**src/rtl/multi_cycle_ctrl.sv**
```systemverilog
// -----------------------------------------------------------------------------
// multi_cycle_ctrl
// Main control FSM for a multi-cycle MIPS-subset datapath. It fetches an
// instruction, decodes opcode/funct, sequences the execute, memory and
// write-back steps, and counts retired instructions.
//
// Ports
//   clk          : system clock, rising-edge active
//   reset_n      : asynchronous active-low reset
//   opcode[5:0]  : IR[31:26]
//   funct[5:0]   : IR[5:0]
//   alu_zero     : ALU result == 0
//   mem_ready    : memory access completes in a cycle where this is 1
//   ext_sel[1:0] : immediate extender 00 sign, 01 zero, 10 lui
//   alu_op[1:0]  : 00 add, 01 sub, 10 or
//   alu_b_sel    : 0 rt, 1 extended immediate
//   mem_read, mem_write, ir_write, pc_write, reg_write : active-high strobes
//   pc_src[1:0]  : 00 pc+4, 01 branch target, 10 jump target, 11 rs
//   reg_dst[1:0] : 00 rt, 01 rd, 10 $31
//   wd_sel[1:0]  : 00 ALU, 01 memory, 10 pc+4
//   state[3:0]   : current state (debug)
//   instr_count  : retired instruction count, wraps at 2^32
// -----------------------------------------------------------------------------
module multi_cycle_ctrl (
  input  logic        clk,
  input  logic        reset_n,
  input  logic [5:0]  opcode,
  input  logic [5:0]  funct,
  input  logic        alu_zero,
  input  logic        mem_ready,
  output logic [1:0]  ext_sel,
  output logic [1:0]  alu_op,
  output logic        alu_b_sel,
  output logic        mem_read,
  output logic        mem_write,
  output logic        ir_write,
  output logic        pc_write,
  output logic        reg_write,
  output logic [1:0]  pc_src,
  output logic [1:0]  reg_dst,
  output logic [1:0]  wd_sel,
  output logic [3:0]  state,
  output logic [31:0] instr_count
);

  localparam logic [3:0] S_FETCH    = 4'd0;
  localparam logic [3:0] S_DECODE   = 4'd1;
  localparam logic [3:0] S_EXEC_R   = 4'd2;
  localparam logic [3:0] S_EXEC_I   = 4'd3;
  localparam logic [3:0] S_MEM_ADDR = 4'd4;
  localparam logic [3:0] S_MEM_RD   = 4'd5;
  localparam logic [3:0] S_MEM_WR   = 4'd6;
  localparam logic [3:0] S_WB_R     = 4'd7;
  localparam logic [3:0] S_WB_I     = 4'd8;
  localparam logic [3:0] S_WB_MEM   = 4'd9;
  localparam logic [3:0] S_BRANCH   = 4'd10;
  localparam logic [3:0] S_JUMP     = 4'd11;

  localparam logic [5:0] OP_RTYPE = 6'h00;
  localparam logic [5:0] OP_J     = 6'h02;
  localparam logic [5:0] OP_JAL   = 6'h03;
  localparam logic [5:0] OP_BEQ   = 6'h04;
  localparam logic [5:0] OP_ORI   = 6'h0D;
  localparam logic [5:0] OP_LUI   = 6'h0F;
  localparam logic [5:0] OP_LW    = 6'h23;
  localparam logic [5:0] OP_SW    = 6'h2B;

  localparam logic [5:0] FN_JR    = 6'h08;
  localparam logic [5:0] FN_ADDU  = 6'h21;
  localparam logic [5:0] FN_SUBU  = 6'h23;

  logic [3:0]  r_state;
  logic [3:0]  w_next_state;
  logic [31:0] r_instr_count;

  // Next-state logic.
  always_comb begin
    // NOTE: default assignment first so no path through the case infers a latch.
    w_next_state = r_state;
    case (r_state)
      S_FETCH:    if (mem_ready) w_next_state = S_DECODE;
      S_DECODE: begin
        w_next_state = S_FETCH;  // unknown encodings retire as a NOP
        case (opcode)
          OP_RTYPE: begin
            if (funct == FN_ADDU || funct == FN_SUBU) w_next_state = S_EXEC_R;
            else if (funct == FN_JR)                  w_next_state = S_JUMP;
          end
          OP_ORI, OP_LUI: w_next_state = S_EXEC_I;
          OP_LW, OP_SW:   w_next_state = S_MEM_ADDR;
          OP_BEQ:         w_next_state = S_BRANCH;
          OP_J, OP_JAL:   w_next_state = S_JUMP;
          default:        w_next_state = S_FETCH;
        endcase
      end
      S_EXEC_R:   w_next_state = S_WB_R;
      S_EXEC_I:   w_next_state = S_WB_I;
      S_MEM_ADDR: w_next_state = (opcode == OP_SW) ? S_MEM_WR : S_MEM_RD;
      S_MEM_RD:   if (mem_ready) w_next_state = S_WB_MEM;
      S_MEM_WR:   if (mem_ready) w_next_state = S_FETCH;
      default:    w_next_state = S_FETCH;  // WB_*, BRANCH, JUMP, unused codes
    endcase
  end

  // NOTE: state registers use non-blocking assignments so every flop samples
  // pre-edge values regardless of block evaluation order.
  always_ff @(posedge clk or negedge reset_n) begin
    if (!reset_n) begin
      r_state       <= S_FETCH;
      r_instr_count <= '0;
    end else begin
      r_state <= w_next_state;
      // An instruction retires on every return to FETCH; wraps naturally.
      if (w_next_state == S_FETCH && r_state != S_FETCH)
        r_instr_count <= r_instr_count + 32'd1;
    end
  end

  // Output decode. Purely combinational so strobes line up with the state
  // that owns them; everything is gated by reset_n so FETCH does not issue
  // a memory read while the block is held in reset.
  always_comb begin
    ext_sel   = 2'b00;
    alu_op    = 2'b00;
    alu_b_sel = 1'b0;
    mem_read  = 1'b0;
    mem_write = 1'b0;
    ir_write  = 1'b0;
    pc_write  = 1'b0;
    reg_write = 1'b0;
    pc_src    = 2'b00;
    reg_dst   = 2'b00;
    wd_sel    = 2'b00;
    if (reset_n) begin
      case (r_state)
        S_FETCH: begin
          mem_read = 1'b1;
          ir_write = mem_ready;
          pc_write = mem_ready;
        end
        S_EXEC_R: alu_op = (funct == FN_SUBU) ? 2'b01 : 2'b00;
        S_EXEC_I: begin
          alu_b_sel = 1'b1;
          if (opcode == OP_LUI) begin
            ext_sel = 2'b10;          // upper immediate + $0
          end else begin
            ext_sel = 2'b01;
            alu_op  = 2'b10;
          end
        end
        S_MEM_ADDR: alu_b_sel = 1'b1;
        S_MEM_RD:   mem_read  = 1'b1;
        S_MEM_WR:   mem_write = 1'b1;
        S_WB_R: begin
          reg_write = 1'b1;
          reg_dst   = 2'b01;
        end
        S_WB_I:     reg_write = 1'b1;
        S_WB_MEM: begin
          reg_write = 1'b1;
          wd_sel    = 2'b01;
        end
        S_BRANCH: begin
          alu_op   = 2'b01;
          pc_src   = 2'b01;
          pc_write = alu_zero;
        end
        S_JUMP: begin
          pc_write = 1'b1;
          if (opcode == OP_RTYPE) begin
            pc_src = 2'b11;           // jr
          end else begin
            pc_src = 2'b10;
            if (opcode == OP_JAL) begin
              reg_write = 1'b1;
              reg_dst   = 2'b10;
              wd_sel    = 2'b10;
            end
          end
        end
        default: ;
      endcase
    end
  end

  assign state       = r_state;
  assign instr_count = r_instr_count;

endmodule

```
**config.mk**
```make
export PLATFORM = sky130hd
export DESIGN_NAME = multi_cycle_ctrl
export DESIGN_NICKNAME = d
export VERILOG_FILES = /design/src/rtl/multi_cycle_ctrl.sv
export SDC_FILE = /design/constraint.sdc
export NUM_CORES = 1
export LEC_CHECK = 0
export CORE_MARGIN = 8
export CORE_UTILIZATION = 25
export DETAILED_ROUTE_END_ITERATION = 12
export PLACE_DENSITY_LB_ADDON = 0.2
export SLEW_MARGIN = 30
export SYNTH_ARGS = -nofsm -noshare
export SYNTH_HDL_FRONTEND = slang
export SYNTH_SLANG_ARGS = --single-unit
```
**constraint.sdc**
```tcl
create_clock -name clk -period 2.6 [get_ports clk]
set_input_delay 0.26 -clock clk [delete_from_list [all_inputs] [get_ports clk]]
set_output_delay 0.26 -clock clk [all_outputs]
set_load 0.005 [all_outputs]
```
# Yosys cells after proc, flatten, opt, wreduce, memory -nomap -nowiden

Cells that the tools add are included.

Bits of input ports: 16
Output and inout bits: 52
Word-level logic and storage cells: 74
Bits in registers: 36

Equal/unequal tests: 21
Add/subtract/negate cells: 1
Muxes and demuxes: 38
Reductions and logical operators: 12

Operators with widths:

| kind                    | number |
|---|---|
| $add A32 B1 Y32 const B | 1 |
| $pmux W4 S7             | 1 |
| $eq A6 B6 Y1 const B    | 4 |
| $mux W2                 | 11 |
| $mux W4                 | 5 |
| $pmux W4 S5             | 1 |
| $eq A6 B4 Y1 const B    | 3 |
| $eq A4 B3 Y1 const B    | 4 |
| $eq A4 B4 Y1 const B    | 4 |
| $mux W1                 | 14 |
| $eq A6 B2 Y1 const B    | 2 |
| $pmux W2 S2             | 3 |
| $reduce_or A2 Y1        | 5 |
| $eq A4 B2 Y1 const B    | 2 |
| $logic_not A4 Y1        | 2 |
| $eq A6 B3 Y1 const B    | 1 |
| $logic_not A6 Y1        | 1 |
| $pmux W2 S3             | 1 |
| $eq A4 B1 Y1 const B    | 1 |
| $reduce_bool A4 Y1      | 1 |
| $pmux W1 S3             | 1 |
| $reduce_or A3 Y1        | 1 |
| $pmux W1 S2             | 1 |
| $logic_and A1 B1 Y1     | 1 |
| $logic_or A1 B1 Y1      | 1 |

# Depth between registers and ports, before layout

Word-level depth: 7
Depth in mapped cells: 7
Depth with buffers taken out: 6

# Least setup slack after synthesis

No wires, ideal clock.

Kind: reg2reg
From: register r_state[3] (netlist: state[3])
To: register r_instr_count[29] (netlist: instr_count[29])
Arrival: 1700 ps
Cell stages (with the launch flop): 8
Path buffers: 1
Clock period less this slack: 1832 ps
Setup slack: 768 ps
Library setup time: 132 ps
Required time: 2468 ps
Cell sequence: dfrtp_1 nor4b_1 nand2_1 o22a_1 nand4_4 buf_2 nor3_1 xor2_1

Cells in the longest elaborated chain, start to end: 4
Elaborated cells between the ends (all ways): 14
Classes of those cells: eq/ne: 6; mux: 4; reduce/logical: 4

RTL lines:

| element                              | line | RTL |
|---|---|---|
| start: declaration                   | 72   | `logic [3:0] r_state;` |
| start signal: assignment             | 112  | `r_state <= w_next_state;` |
| $eq A4 B3 Y1 (tied with other cells) | 80   | `case (r_state)` |
| $pmux W4 S7                          | 80   |  |
| $logic_not A4 Y1                     | 114  | `if (w_next_state == S_FETCH && r_state != S_FETCH)` |
| $logic_and A1 B1 Y1 *                | 114  |  |
| end signal: assignment               | 115  | `r_instr_count <= r_instr_count + 32'd1;` |
| end: declaration                     | 74   | `logic [31:0] r_instr_count;` |

Every way passes the cells marked *; elsewhere a longest branch is shown, timed or not.
A chain may end at the register's enable or synchronous reset.

# Worst setup path in the final report

From: input opcode[1]
To: output reg_write

Cells in the longest elaborated chain, start to end: 5
Elaborated cells between the ends (all ways): 6
Classes of those cells: eq/ne: 1; mux: 4; reduce/logical: 1

RTL lines:

| element            | line | RTL |
|---|---|---|
| start: declaration | 27   | `input logic [5:0] opcode,` |
| $eq A6 B2 Y1       | 174  | `if (opcode == OP_JAL) begin` |
| $mux W1            | 174  |  |
| $mux W1 *          | 170  | `if (opcode == OP_RTYPE) begin` |
| $pmux W1 S2 *      | 135  | `case (r_state)` |
| $mux W1 *          | 134  | `if (reset_n) begin` |
| end: declaration   | 38   | `output logic reg_write,` |

Marked as above.

==> results <==
- In the post-synthesis netlist, the cell with the most instances is dfrtp_1.
- The leakage power of the design is 1.17 nW.
- Global routing consumed, over all layers together, 10.5% of the routing resources.
- In this run the power density over the cells is 760 nW/um^2.
- The TritonCTS sink count is 36.
- The critical path is of the in -> out type.
- In this run the tightest slew margin relative to its limit is a little under three fifths.
- In the post-synthesis netlist, the biggest area contributors are dfrtp_1, xor2_1, nand2_1, xnor2_1, nor3_1.
- In this run the tool buffered the top-level ports with 67 buffer cells.
- The number of top-level pins is 68.
- The final-report max-slew violation count is 0.
- The number of global-route vias before repair was slightly below 2000.
- The path type of the worst min-delay path is in -> async.
- Row generation in the floorplan step produced 34 rows.
- The total overflow left after global routing is 0.
- Static timing analysis puts the maximum clock frequency at approximately 0.42 GHz.
- The worst setup margin is 204 ps.
- The most critical setup path has its endpoint at reg_write.
- The total of warnings raised by yosys is 0.
- In the routed layout, each cell is associated on average with a via count of 4.73.
- The worst path uses ~90% of the clock period.
- Setup repair after global routing left no endpoint under its margin.
- The clock-pin slew reported for the worst setup and hold paths after clock tree synthesis is roughly 80 ps.
- The commonest cells after synthesis are dfrtp_1, nand2_1, nor2_1.
- The layout-stage area growth over the synthesis result is 44.5%.
- Setup violations remaining at the end of the flow were counted as 0.
- The count of antenna diodes in the layout is 0.
- The number of enable flip-flop cells after synthesis is 0.
- For the pin with the worst max-slew slack, the measured transition is 668 ps.
- The number of DRC violations after detailed routing is 0.
- The share of synthesized registers carrying an async set or reset is between 90% and 100%.
- In the final layout, the share of cells above drive strength 1 is 8.78%.
- Hold timing on the final database bottoms out at a slack of between 100 and 150 ps.
- The final critical delay including setup and external delays is 2400 ps.
- The tree is rooted in a clkbuf_8.
- The H-tree was split into 2 levels.
- The number of nets with antenna violations after routing is 0.
- The worst clock skew is 8.90 ps.
- The height of the die is between 100 and 150 um.
- The clock reaches the later pin of the worst-skew pair after 290 ps.
- The startpoint identified for the worst register-to-register timing path is state[0].
- The peak ir drop on the vdd network is 471 uV.
- The fraction of the yosys area taken by sequential cells is 41.7%.
- Entering global routing, the biggest net connects 37 pins.
- The sum of net half-perimeters after detailed placement is 4880 um.
- Synthesis produced a netlist whose cell count is 238.
- Data on the critical path is required at its endpoint by between 2000 and 2500 ps.
- TritonCTS built the clock tree.
- The weighted congestion at the end of routability-driven global placement is ~0.74.
- The full die area is 11900 um^2.
- The number of hold-slack violations in the final timing report is 0.
- The post-detailed-placement cell area is 3030 um^2.
- After detailed routing, the total wire length is 6270 um.
- TritonCTS created 5 clock buffers.
- The first global-routing pass estimated 10000 um of wire.
- The number of buffers on the longest clock path is 2.
- The DRC violation total after the first TritonRoute iteration is 73.
- The tool flagged a number of max-cap violations equal to 0.
- OpenSTA, run right after detailed placement, puts the worst setup slack at 86.0 ps.
- The detailed-router iteration count before antenna repair is 4.
- Tracing the worst setup path back leads to its startpoint at opcode[1].
- The effective utilization at floorplan is 25.3%.
- Of all nets on the critical path, the largest fanout is 6.
- The type of element launching the critical path is an input pin.
- The synthesized design devotes to its leading area cell type 41.7% of total area.
- Gates resized during post-CTS repair numbered 0.
- After detailed routing, the average wire length per cell comes to 14.7 um.
- The number of cells on the worst reg-to-reg path is 7.
- Across all register-to-register paths, the minimum setup slack is 350 ps.
- The placeable core region is 8550 um^2.
- The library cell with the largest summed area after synthesis is dfrtp_1.
- The net count of the finished layout is 335.
- In the synthesized netlist the dominant register cell turns out to be dfrtp_1.
- STA classifies the critical path endpoint as a primary output.
- The sum of negative setup slack is 0 ps.
- The register bit count reported by yosys is 36.
- The initial antenna violation count is 0.
- The endpoint arrival time on the critical path is 2140 ps.
- The mean cell area of the mapped netlist is 9.08 um^2.
- The terminus of the critical flop-to-flop path is instr_count[2].
- The total number of vias is a little over 2000.
- The total nets after synthesis is around 260.
- The run finished with clean final reports.
- The summed area of non-filler cells in the final layout is 3120 um^2.
- The number of buffers inserted for hold repair after clock tree synthesis is 0.
- Measured along the x axis, the die boundary spans 109 um.
- After synthesis the cells add up to 2160 um^2.
- The number of setup buffers added after CTS is 0.
- Synthesis instantiated 42 different standard cells from the library.
through the flow:
stage / utilization [%] / std cells / power (mW)
5_1_grt: 36.5 / 427 / 2.55
2_1_floorplan: - / 238 / 1.42
6_report: 36.5 / 427 / 2.37
4_1_cts: 36.5 / 427 / 2.41
3_5_place_dp: 35.5 / 419 / 1.98
3_3_place_gp: 35.5 / 419 / 1.97
cell families (layout without fill, tap and decap cells):
| group | count (synthesis) | count (layout) | share of synthesized area, % |
|---|---|---|---|
| AO/OA/AOI/OAI | 19 | 19 | 6.14 |
| buffers and inverters | 17 | 98 | 3.71 |
| adder cells (fa/ha/maj) | 1 | 1 | 0.579 |
| flip-flops | 36 | 36 | 41.7 |
| multiplexers | 1 | 1 | 0.521 |
| AND/OR/NAND/NOR | 132 | 132 | 34.4 |
| XOR/XNOR | 32 | 32 | 13.0 |
flip-flops by register name, indices dropped and copies added, names as in the netlist:
name,flops
instr_count,32
state,4
power breakdown:
| group | leakage [nW] | internal, mW | total (mW) | switching [mW] |
|---|---|---|---|---|
| clock | 0.0455 | 0.216 | 0.413 | 0.197 |
| sequential | 0.404 | 0.663 | 0.814 | 0.150 |
| combinational | 0.725 | 0.594 | 1.15 | 0.554 |
| total | 1.17 | 1.47 | 2.37 | 0.901 |
per-layer routing:
metal	global-route usage, %	part of all wire (%)	up-vias
met1	14.1	48	953
met2	16.2	44	59
li1	-	-	1000
met4	2.64	0.92	0
met5	0	0	-
met3	3.13	7.2	8
cells in the final DEF (no fill, tap or decap), types with 4 or more instances in the layout:
cell | netlist | final
xnor2_1 | 11 | 11
nor4_1 | 9 | 9
a21oi_1 | 9 | 9
nor3_1 | 18 | 18
xor2_1 | 21 | 21
clkbuf_8 | 0 | 6
nor4b_1 | 4 | 4
and3_1 | 6 | 6
nand4_1 | 6 | 6
buf_4 | 1 | 13
nand2b_1 | 4 | 4
inv_1 | 9 | 9
nand3_1 | 10 | 10
nor2b_1 | 6 | 6
nand2_1 | 26 | 26
dfrtp_1 | 36 | 36
clkdlybuf4s50_1 | 0 | 66
nor2_1 | 22 | 22
critical path: stages:
cell             delay (ps)
clkdlybuf4s50_1         560
and2_1                  210
buf_4                   140
nand4_1                 100
a21oi_1                 180
a31oi_1                  50
nor2b_1                 130
clkdlybuf4s50_1         510
worst min-delay path by stage:
stage	slack, ps	to	depth (start not counted)
floorplan	-40	instr_count[0]	0
global placement	460	instr_count[21]	2
detailed placement	470	instr_count[31]	1
CTS	160	instr_count[21]	2
global route	190	instr_count[21]	2
finish	130	instr_count[19]	2
final cells by class:
cell class / instances / area (um^2)
Multi-Input combinational cell: 185 / 1180
Inverter: 9 / 33.8
Sequential cell: 36 / 901
Tap cell: 108 / 135
Clock buffer: 8 / 90.1
Timing Repair Buffer: 81 / 783
Fill cell: 876 / 5430
No activity file was read; power rests on OpenSTA's default activity.
